[config.mk]
export PLATFORM = sky130hd
export DESIGN_NAME = onehot_req_scheduler
export DESIGN_NICKNAME = d
export VERILOG_FILES = /design/src/rtl/sched_pkg.sv /design/src/rtl/onehot_pick.sv /design/src/rtl/onehot_req_scheduler.sv
export SDC_FILE = /design/constraint.sdc
export NUM_CORES = 1
export LEC_CHECK = 0
export CAP_MARGIN = 25
export CORE_ASPECT_RATIO = 0.9
export CORE_MARGIN = 1.5
export CORE_UTILIZATION = 30
export CTS_BUF_LIST = sky130_fd_sc_hd__clkbuf_16
export CTS_CLUSTER_SIZE = 40
export DETAILED_ROUTE_END_ITERATION = 8
export HOLD_SLACK_MARGIN = 0.1
export PLACE_DENSITY = 0.5
export SLEW_MARGIN = 20
export SYNTH_ARGS = -nofsm -noshare
export SYNTH_HDL_FRONTEND = slang
export SYNTH_HIERARCHICAL = 1
export SYNTH_SLANG_ARGS = --single-unit
[constraint.sdc]
create_clock -name clk -period 2.96 [get_ports clk]
set_input_delay 0.296 -clock clk [delete_from_list [all_inputs] [get_ports clk]]
set_output_delay 0.296 -clock clk [all_outputs]
set_load 0.01 [all_outputs]
[src/rtl/sched_pkg.sv]
// Shared definitions for the one-hot request scheduler: source count, index
// width, FSM state encoding and a one-hot to index helper.
package sched_pkg;

   localparam int N     = 8;
   localparam int IDX_W = $clog2(N);

   typedef enum logic {
      IDLE  = 1'b0,
      OFFER = 1'b1
   } state_t;

   // Index of the set bit in a one-hot vector (0 when the vector is empty).
   function automatic logic [IDX_W-1:0] onehot_to_idx(input logic [N-1:0] oh);
      logic [IDX_W-1:0] idx;
      idx = '0;
      for (int i = 0; i < N; i++) begin
         if (oh[i]) idx = IDX_W'(i);
      end
      return idx;
   endfunction

endpackage

[src/rtl/onehot_pick.sv]
// Combinational masked priority picker. The pending vector is rotated so that
// the start index lands at bit 0, the lowest set bit is isolated, and the
// result is rotated back. Output is one-hot, or zero when nothing is pending.
// With start tied to 0 this is plain fixed priority, lowest index first.
module onehot_pick
   import sched_pkg::*;
(
   input  logic [N-1:0]     pending,
   input  logic [IDX_W-1:0] start,
   output logic [N-1:0]     grant
);

   logic [N-1:0] rot;
   logic [N-1:0] rot_first;

   // Index arithmetic is IDX_W bits wide, so the rotation wraps N-1 -> 0.
   for (genvar gi = 0; gi < N; gi++) begin : g_rot
      assign rot[gi]   = pending[IDX_W'(gi) + start];
      assign grant[gi] = rot_first[IDX_W'(gi) - start];
   end

   // Isolate the lowest set bit of the rotated vector.
   assign rot_first = rot & (~rot + N'(1));

endmodule

[src/rtl/onehot_req_scheduler.sv]
// One-hot request scheduler: captures request pulses into sticky pending
// bits and offers them one at a time as a strictly one-hot grant with a
// valid/ready handshake. A grant is held stable until accepted, and every
// handshake is followed by one IDLE bubble cycle.
// Build option: define ROUND_ROBIN_EN for rotating priority; otherwise
// fixed priority with bit 0 highest.
module onehot_req_scheduler
   import sched_pkg::*;
(
   input  logic         clk,
   input  logic         rst,
   input  logic [N-1:0] req_i,
   input  logic         ready_i,
   output logic         valid_o,
   output logic [N-1:0] onehot_o,
   output logic [N-1:0] pending_o,
   output logic [N-1:0] overflow_o
);

   state_t           state_reg, state_next;
   logic [N-1:0]     pending_reg, pending_next;
   logic [N-1:0]     overflow_reg, overflow_next;
   logic [N-1:0]     onehot_reg, onehot_next;
   logic             valid_reg, valid_next;
   logic [N-1:0]     served;
   logic [N-1:0]     pick;
   logic [IDX_W-1:0] pick_start;
   logic             handshake;

`ifdef ROUND_ROBIN_EN
   logic [IDX_W-1:0] rr_ptr_reg, rr_ptr_next;

   assign pick_start = rr_ptr_reg;

   // Next search start is just past the source served on each handshake.
   always_comb begin
      rr_ptr_next = rr_ptr_reg;
      if (handshake) rr_ptr_next = onehot_to_idx(onehot_reg) + IDX_W'(1);
   end

   // Round-robin pointer register.
   always_ff @(posedge clk) begin
      if (rst) rr_ptr_reg <= '0;
      else     rr_ptr_reg <= rr_ptr_next;
   end
`else
   assign pick_start = '0;
`endif

   onehot_pick u_pick (
      .pending (pending_reg),
      .start   (pick_start),
      .grant   (pick)
   );

   assign handshake = valid_reg && ready_i;
   assign served    = handshake ? onehot_reg : '0;

   // Pending/overflow bookkeeping: a same-cycle request re-arms the served bit
   // and is not counted as an overflow.
   always_comb begin
      pending_next  = (pending_reg & ~served) | req_i;
      overflow_next = overflow_reg | (req_i & pending_reg & ~served);
   end

   // Grant FSM: pick from pending in IDLE, hold the offer until accepted.
   always_comb begin
      state_next  = state_reg;
      onehot_next = onehot_reg;
      valid_next  = valid_reg;
      case (state_reg)
         IDLE: begin
            if (pending_reg != '0) begin
               onehot_next = pick;
               valid_next  = 1'b1;
               state_next  = OFFER;
            end
         end
         OFFER: begin
            if (ready_i) begin
               onehot_next = '0;
               valid_next  = 1'b0;
               state_next  = IDLE;
            end
         end
         default: begin
            onehot_next = '0;
            valid_next  = 1'b0;
            state_next  = IDLE;
         end
      endcase
   end

   // State and output registers; reset drops any offer without a handshake.
   always_ff @(posedge clk) begin
      if (rst) begin
         state_reg    <= IDLE;
         pending_reg  <= '0;
         overflow_reg <= '0;
         onehot_reg   <= '0;
         valid_reg    <= 1'b0;
      end else begin
         state_reg    <= state_next;
         pending_reg  <= pending_next;
         overflow_reg <= overflow_next;
         onehot_reg   <= onehot_next;
         valid_reg    <= valid_next;
      end
   end

   assign valid_o    = valid_reg;
   assign onehot_o   = onehot_reg;
   assign pending_o  = pending_reg;
   assign overflow_o = overflow_reg;

endmodule
==> impl_metrics.toml, run 1 <==
[run_status]
outcome = "finished, final reports clean"

[worst_hold_path]
hold_path_depth = 2
holdPathEnd = "overflow_o[1]"
hold_path.class = "register to register"
min_from = "overflow_o[1]"

[grt]
grt_pass1_wl_mm = 9.16
grtUsageTotal_pct = 17.6
grt_max_degree = 21
antenna_found_initial = 0
grt-ovfl-total = 0
first_global_vias = 1675

[clock_network]
cts_buffer_depth = 2
postCtsSetupBuffers = 0
path_clk_slew_ns = 0.07
cts_resized = 0
cts-htree-levels = 1
root_buffer = "clkbuf_16"
clkSinkCount = 26
clock_latency_ns = 0.26
cts_tree = "built"
ctsHoldBuffers = 0
numCtsBuffers = 3

[timing]
rsz0062_at_grt = "false"
fin_crit_sh_pct = 88.1
setup_viol = 0
fmax_mhz = 384
hold_violations = 0
final.setup.worst_slack_ns = 0.353
drv_slew = 0
min_period_ns = 2.61
setup_tns_ns = 0
finClkSkew_ns = 0.00697

[logic_synthesis]
synthCells = 198
synthArstFlopShare_pct = 0
ys_warn_count = 6
synth_area_leaders = "dfxtp_1 28%, mux4_2 17%, mux2i_1 5.9%"
postSynthAreaPerCell_um2 = 9.37
synth_edf_count = 0
yosys.area.top_type_share_pct = 28.1
synth.ff_latch_count = 26
synth_top_area_cell = "dfxtp_1"
yosysSeqAreaShare_pct = 28.1
synth_cell_type_count = 47
yosys-top-cells-count = "26 x dfxtp_1, 24 x nor2_1, 18 x a21oi_1, 14 x mux4_2"
synthesis.area_um2 = 1860
yosysMostFrequentCell = "dfxtp_1"
ys.flop_type = "dfxtp_1"

[setup_path]
crit_fanout = 2
cp.required_ns = 3.16
crit_arrival_ns = 2.81
slowest_delay_ns = 0.51
timing.critical_path.from = "pending_o[1]"
crit_path_end_kind = "register"
crit_chain = "mux4_2, a2111oi_0, o32ai_1, or3_1, or4_1, a22oi_1, a22o_1"
crit_type = "register to register"
r2r_end = "onehot_o[7]"
r2r-start = "pending_o[1]"
rrSetupSlack_ns = 0.35
slowest_stage = "or4_1"
reg2regPathDepth = 7
start_kind = "register"

[die]
start_util_pct = 31.9
core_area_um2 = 5820
dieArea_um2 = 6670
die_width_um = 85.9
die_h_um = 77.6
io_pins = 36
std_cell_rows = 26

[placed_design]
place_ws_ns = 0.390
place.gp.congestion = 0.848
place_hpwl_mm = 4.17
port_buffers = 35

[power]
vdd.ir_drop.worst_v = 0.000201
p_leak_nw = 0.884
finalPower_mw = 1.07
power.density_nw_per_um2 = 443

[drt]
wl_per_cell_um = 18.2
avgViaCountPerCell = 5.67
routed_wl_mm = 5.61
drtPass1Iterations = 4
drc = 0
num_vias = 1751
drt_iter0_drc = 111
ant_nets = 0

[job]
max_cap_viol_count = 0

[finish]
fillers = 577
drive_above_1_share_pct = 17.6
area_growth_syn_to_layout_pct = 29.9
finish.utilization_pct = 41.4
diodes = 0
nets = 253
-- power by group --
| group | internal (mW) | switching (mW) | leakage (nW) |
|---|---|---|---|
| Clock | 0.181 | 0.123 | 0.0385 |
| Sequential | 0.374 | 0.0212 | 0.215 |
| Combinational | 0.179 | 0.189 | 0.630 |
-- metal layers --
metal	GRT usage [%]	vias up	part of all wire (%)
met2	28.0	39	47
met3	3.19	2	4.4
li1	-	847	-
met5	0	-	0
met4	3.39	0	0.37
met1	25.1	863	49
-- worst max-delay path, delay by kind of cell (launching register included) --
kind,cells,cell delay [ns]
AO/OA/AOI/OAI,4,0.88
flip-flops,1,0.31
multiplexers,1,0.43
AND/OR/NAND/NOR,2,0.92
-- cells in the final DEF (no fill, tap or decap), types with 3 or more instances in the layout --
| master | instances |
|---|---|
| clkdlybuf4s50_1 | 35 |
| dfxtp_1 | 26 |
| nor2_1 | 24 |
| a21oi_1 | 18 |
| mux4_2 | 14 |
| nand3_1 | 11 |
| buf_4 | 11 |
| mux2i_1 | 11 |
| a31oi_1 | 9 |
| nand2_1 | 7 |
| a22o_2 | 5 |
| conb_1 | 5 |
| and2_1 | 5 |
| nor3_1 | 4 |
| a22o_1 | 3 |
| clkbuf_16 | 3 |
| inv_2 | 3 |
| inv_1 | 3 |
| a22oi_1 | 3 |
| a32oi_1 | 3 |
-- cell families (layout without fill, tap and decap cells) --
| family | after synthesis | after routing | synth area share [%] |
|---|---|---|---|
| flops | 26 | 26 | 28.1 |
| mux | 28 | 28 | 24.7 |
| simple gates | 60 | 60 | 16.7 |
| compound gates | 59 | 59 | 23.1 |
| xor+xnor | 3 | 3 | 1.42 |
| buf+inv | 19 | 56 | 4.45 |
| fa+ha+maj | 2 | 2 | 1.35 |
| other cells | 1 | 5 | 0.202 |
-- how the worst max path moves through the flow --
| stage | end | slack [ns] | cells past startpoint |
|---|---|---|---|
| final | onehot_o[7] | 0.35 | 7 |
| after global routing | onehot_o[7] | 0.12 | 7 |
| after global placement | onehot_o[7] | 0.43 | 7 |
| after floorplan | onehot_o[7] | 0.27 | 7 |
| after CTS | onehot_o[7] | 0.36 | 7 |
| after detailed placement | onehot_o[7] | 0.39 | 7 |
-- through the flow --
stage                     std cells  hold WS (ns)  area, um2
final                           309         0.467       2410
after global routing            309         0.512       2410
after CTS                       309         0.473       2410
after detailed placement        305         0.457       2330
after global placement          305         0.457       2330
after floorplan                 202         0.413       1870
-- cell type report --
type | instances | area [um2] | area share, %
clock buffer | 3 | 75.1 | 3.12
clock inverter | 1 | 3.75 | 0.156
inverter | 6 | 22.5 | 0.935
multi-input combinational | 157 | 1270 | 52.6
sequential | 26 | 520 | 21.6
tap | 70 | 87.6 | 3.63
timing repair buffer | 46 | 433 | 18.0
Note: power is estimated with default switching activity, not from simulation.
==> run 2, diff against run 1 <==
- CELL_PAD_IN_SITES_DETAIL_PLACEMENT: default -> 1
- CELL_PAD_IN_SITES_GLOBAL_PLACEMENT: default -> 1
- CORE_UTILIZATION: 30 -> 25
- CTS_CLUSTER_DIAMETER: default -> 80
- PLACE_DENSITY: 0.5 -> 0.54
==> run 2 against run 1 <==
Register-to-register slack worse by 0.13 ns. Clock power down 2%. Utilization fell by 7.3 points. Critical path type unchanged. Sequential share of layout area down 0.16 points. Largest cell class unchanged. Clock skew down 0.0027 ns. Power decreased by 0.14%.
==> impl_metrics.toml, run 2 (synthesized netlist as in run 1, its figures left out) <==
[power]
internal_power_uw = 731
p_sw_uw = 335
p_clk_share_pct = 27.9
p_comb_share_pct = 34.9
power.density_nw_per_um2 = 439
power_frac_seq_pct = 37.2
netSwitchingFraction_pct = 31.4
p_leak_nw = 0.877
vdd.ir_drop.worst_v = 0.000237
finalPower_mw = 1.07

[setup_path]
start_kind = "register"
cp.required_ns = 3.17
crit_path_end_kind = "register"
crit_type = "register to register"
crit_fanout = 7
crit_arrival_ns = 2.95

[finish]
area_growth_syn_to_layout_pct = 30.8
diodes = 0
finalNonFillerCells = 330
fillers = 856
multi_input_area_um2 = 1270
drive_above_1_share_pct = 17.3
nets = 252
layout_common_cells = "35 x clkdlybuf4s50_1, 26 x dfxtp_1, 24 x nor2_1"
seq_area_um2 = 520
layout_commonest_cell = "clkdlybuf4s50_1"

[clock_network]
ctsHoldBuffers = 0
root_buffer = "clkbuf_16"
clkSinkCount = 26
path_clk_slew_ns = 0.07
clock_latency_ns = 0.26
cts-htree-levels = 1
cts_tree = "built"
cts_buffer_depth = 2
cts_resized = 0
postCtsSetupBuffers = 0
numCtsBuffers = 3

[drt]
drc = 0
ant_nets = 0
drtPass1Iterations = 4
num_vias = 1792
avgViaCountPerCell = 5.43
routed_wl_mm = 6.12
wl_per_cell_um = 18.5
drt_iter0_drc = 88

[die]
io_pins = 36
start_util_pct = 26.1
die_h_um = 84.7
die_width_um = 93.8
std_cell_rows = 29
core_area_um2 = 7110
dieArea_um2 = 7950

[timing]
hold_ws_ns = 0.472
fin_crit_sh_pct = 92.5
rsz0062_at_grt = "false"
fmax_mhz = 365
final.setup.worst_slack_ns = 0.223
finClkSkew_ns = 0.00429
drv_slew = 0
relSlewSlack_pct = 48.5
hold_violations = 0
setup_tns_ns = 0
min_period_ns = 2.74
setup_viol = 0
worst_slew_pin_slew_ns = 0.771

[grt]
antenna_found_initial = 0
first_global_vias = 1756
grt_max_degree = 21
grt_pass1_wl_mm = 9.74
grt-ovfl-total = 0
grtUsageTotal_pct = 15.9

[placed_design]
place.gp.congestion = 0.813
port_buffers = 35
place_hpwl_mm = 4.58
placed_cells = 327
place_ws_ns = 0.274

[job]
max_cap_viol_count = 0

[run_status]
outcome = "finished, final reports clean"

[worst_hold_path]
hold_path.class = "register to register"
==> run 2: changes by cell type in the layout (fill, tap and decap cells not counted) <==
cell      change
buf_4         -1
clkinv_1      -1
==> run 2: final timing paths <==
check | start | endpoint | slack (ns) | cells past startpoint
max | pending_o[1] | onehot_o[5] | 0.22 | 7
min | overflow_o[1] | overflow_o[1] | 0.47 | 2
max reg2reg | pending_o[1] | onehot_o[5] | 0.22 | 7
min reg2reg | overflow_o[1] | overflow_o[1] | 0.47 | 2
==> run 2: worst max-delay path, cell delays in order, from the launching register on <==
cell,delay [ns]
dfxtp_1,0.31
mux4_2,0.43
a2111oi_0,0.41
o32ai_1,0.17
buf_4,0.19
a2111oi_1,0.68
mux4_2,0.37
a22o_2,0.12
==> run 2: cell type report <==
| cell class | instances | area share (%) |
|---|---|---|
| Sequential cell | 26 | 21.4 |
| Inverter | 6 | 0.928 |
| Multi-Input combinational cell | 157 | 52.2 |
| Timing Repair Buffer | 45 | 17.5 |
| Tap cell | 93 | 4.79 |
| Clock buffer | 3 | 3.09 |
==> run 2: power groups by stage <==
stage | Clock (mW) | Sequential [mW] | Combinational [mW]
5_1_grt | 0.325 | 0.400 | 0.405
3_3_place_gp | 0 | 0.405 | 0.355
3_5_place_dp | 0 | 0.405 | 0.354
2_1_floorplan | 0 | 0.423 | 0.213
4_1_cts | 0.306 | 0.397 | 0.356
6_report | 0.298 | 0.397 | 0.372
==> run 2: through the flow <==
step                      area [um2]  utilization, %
after floorplan                 1870               -
after global placement          2350            33.1
after detailed placement        2350            33.1
after CTS                       2430            34.1
after global routing            2430            34.1
final                           2430            34.1
==> run 2: per-layer routing <==
| metal | track usage, % | part of all wire [%] | routed length [um] | vias up |
|---|---|---|---|---|
| met5 | 0 | 0 | 0 | - |
| met4 | 2.04 | 0.47 | 29 | 0 |
| met3 | 2.26 | 2.7 | 167 | 2 |
| met2 | 25.2 | 47 | 2870 | 35 |
| met1 | 23.6 | 50 | 3050 | 909 |
| li1 | - | - | - | 846 |
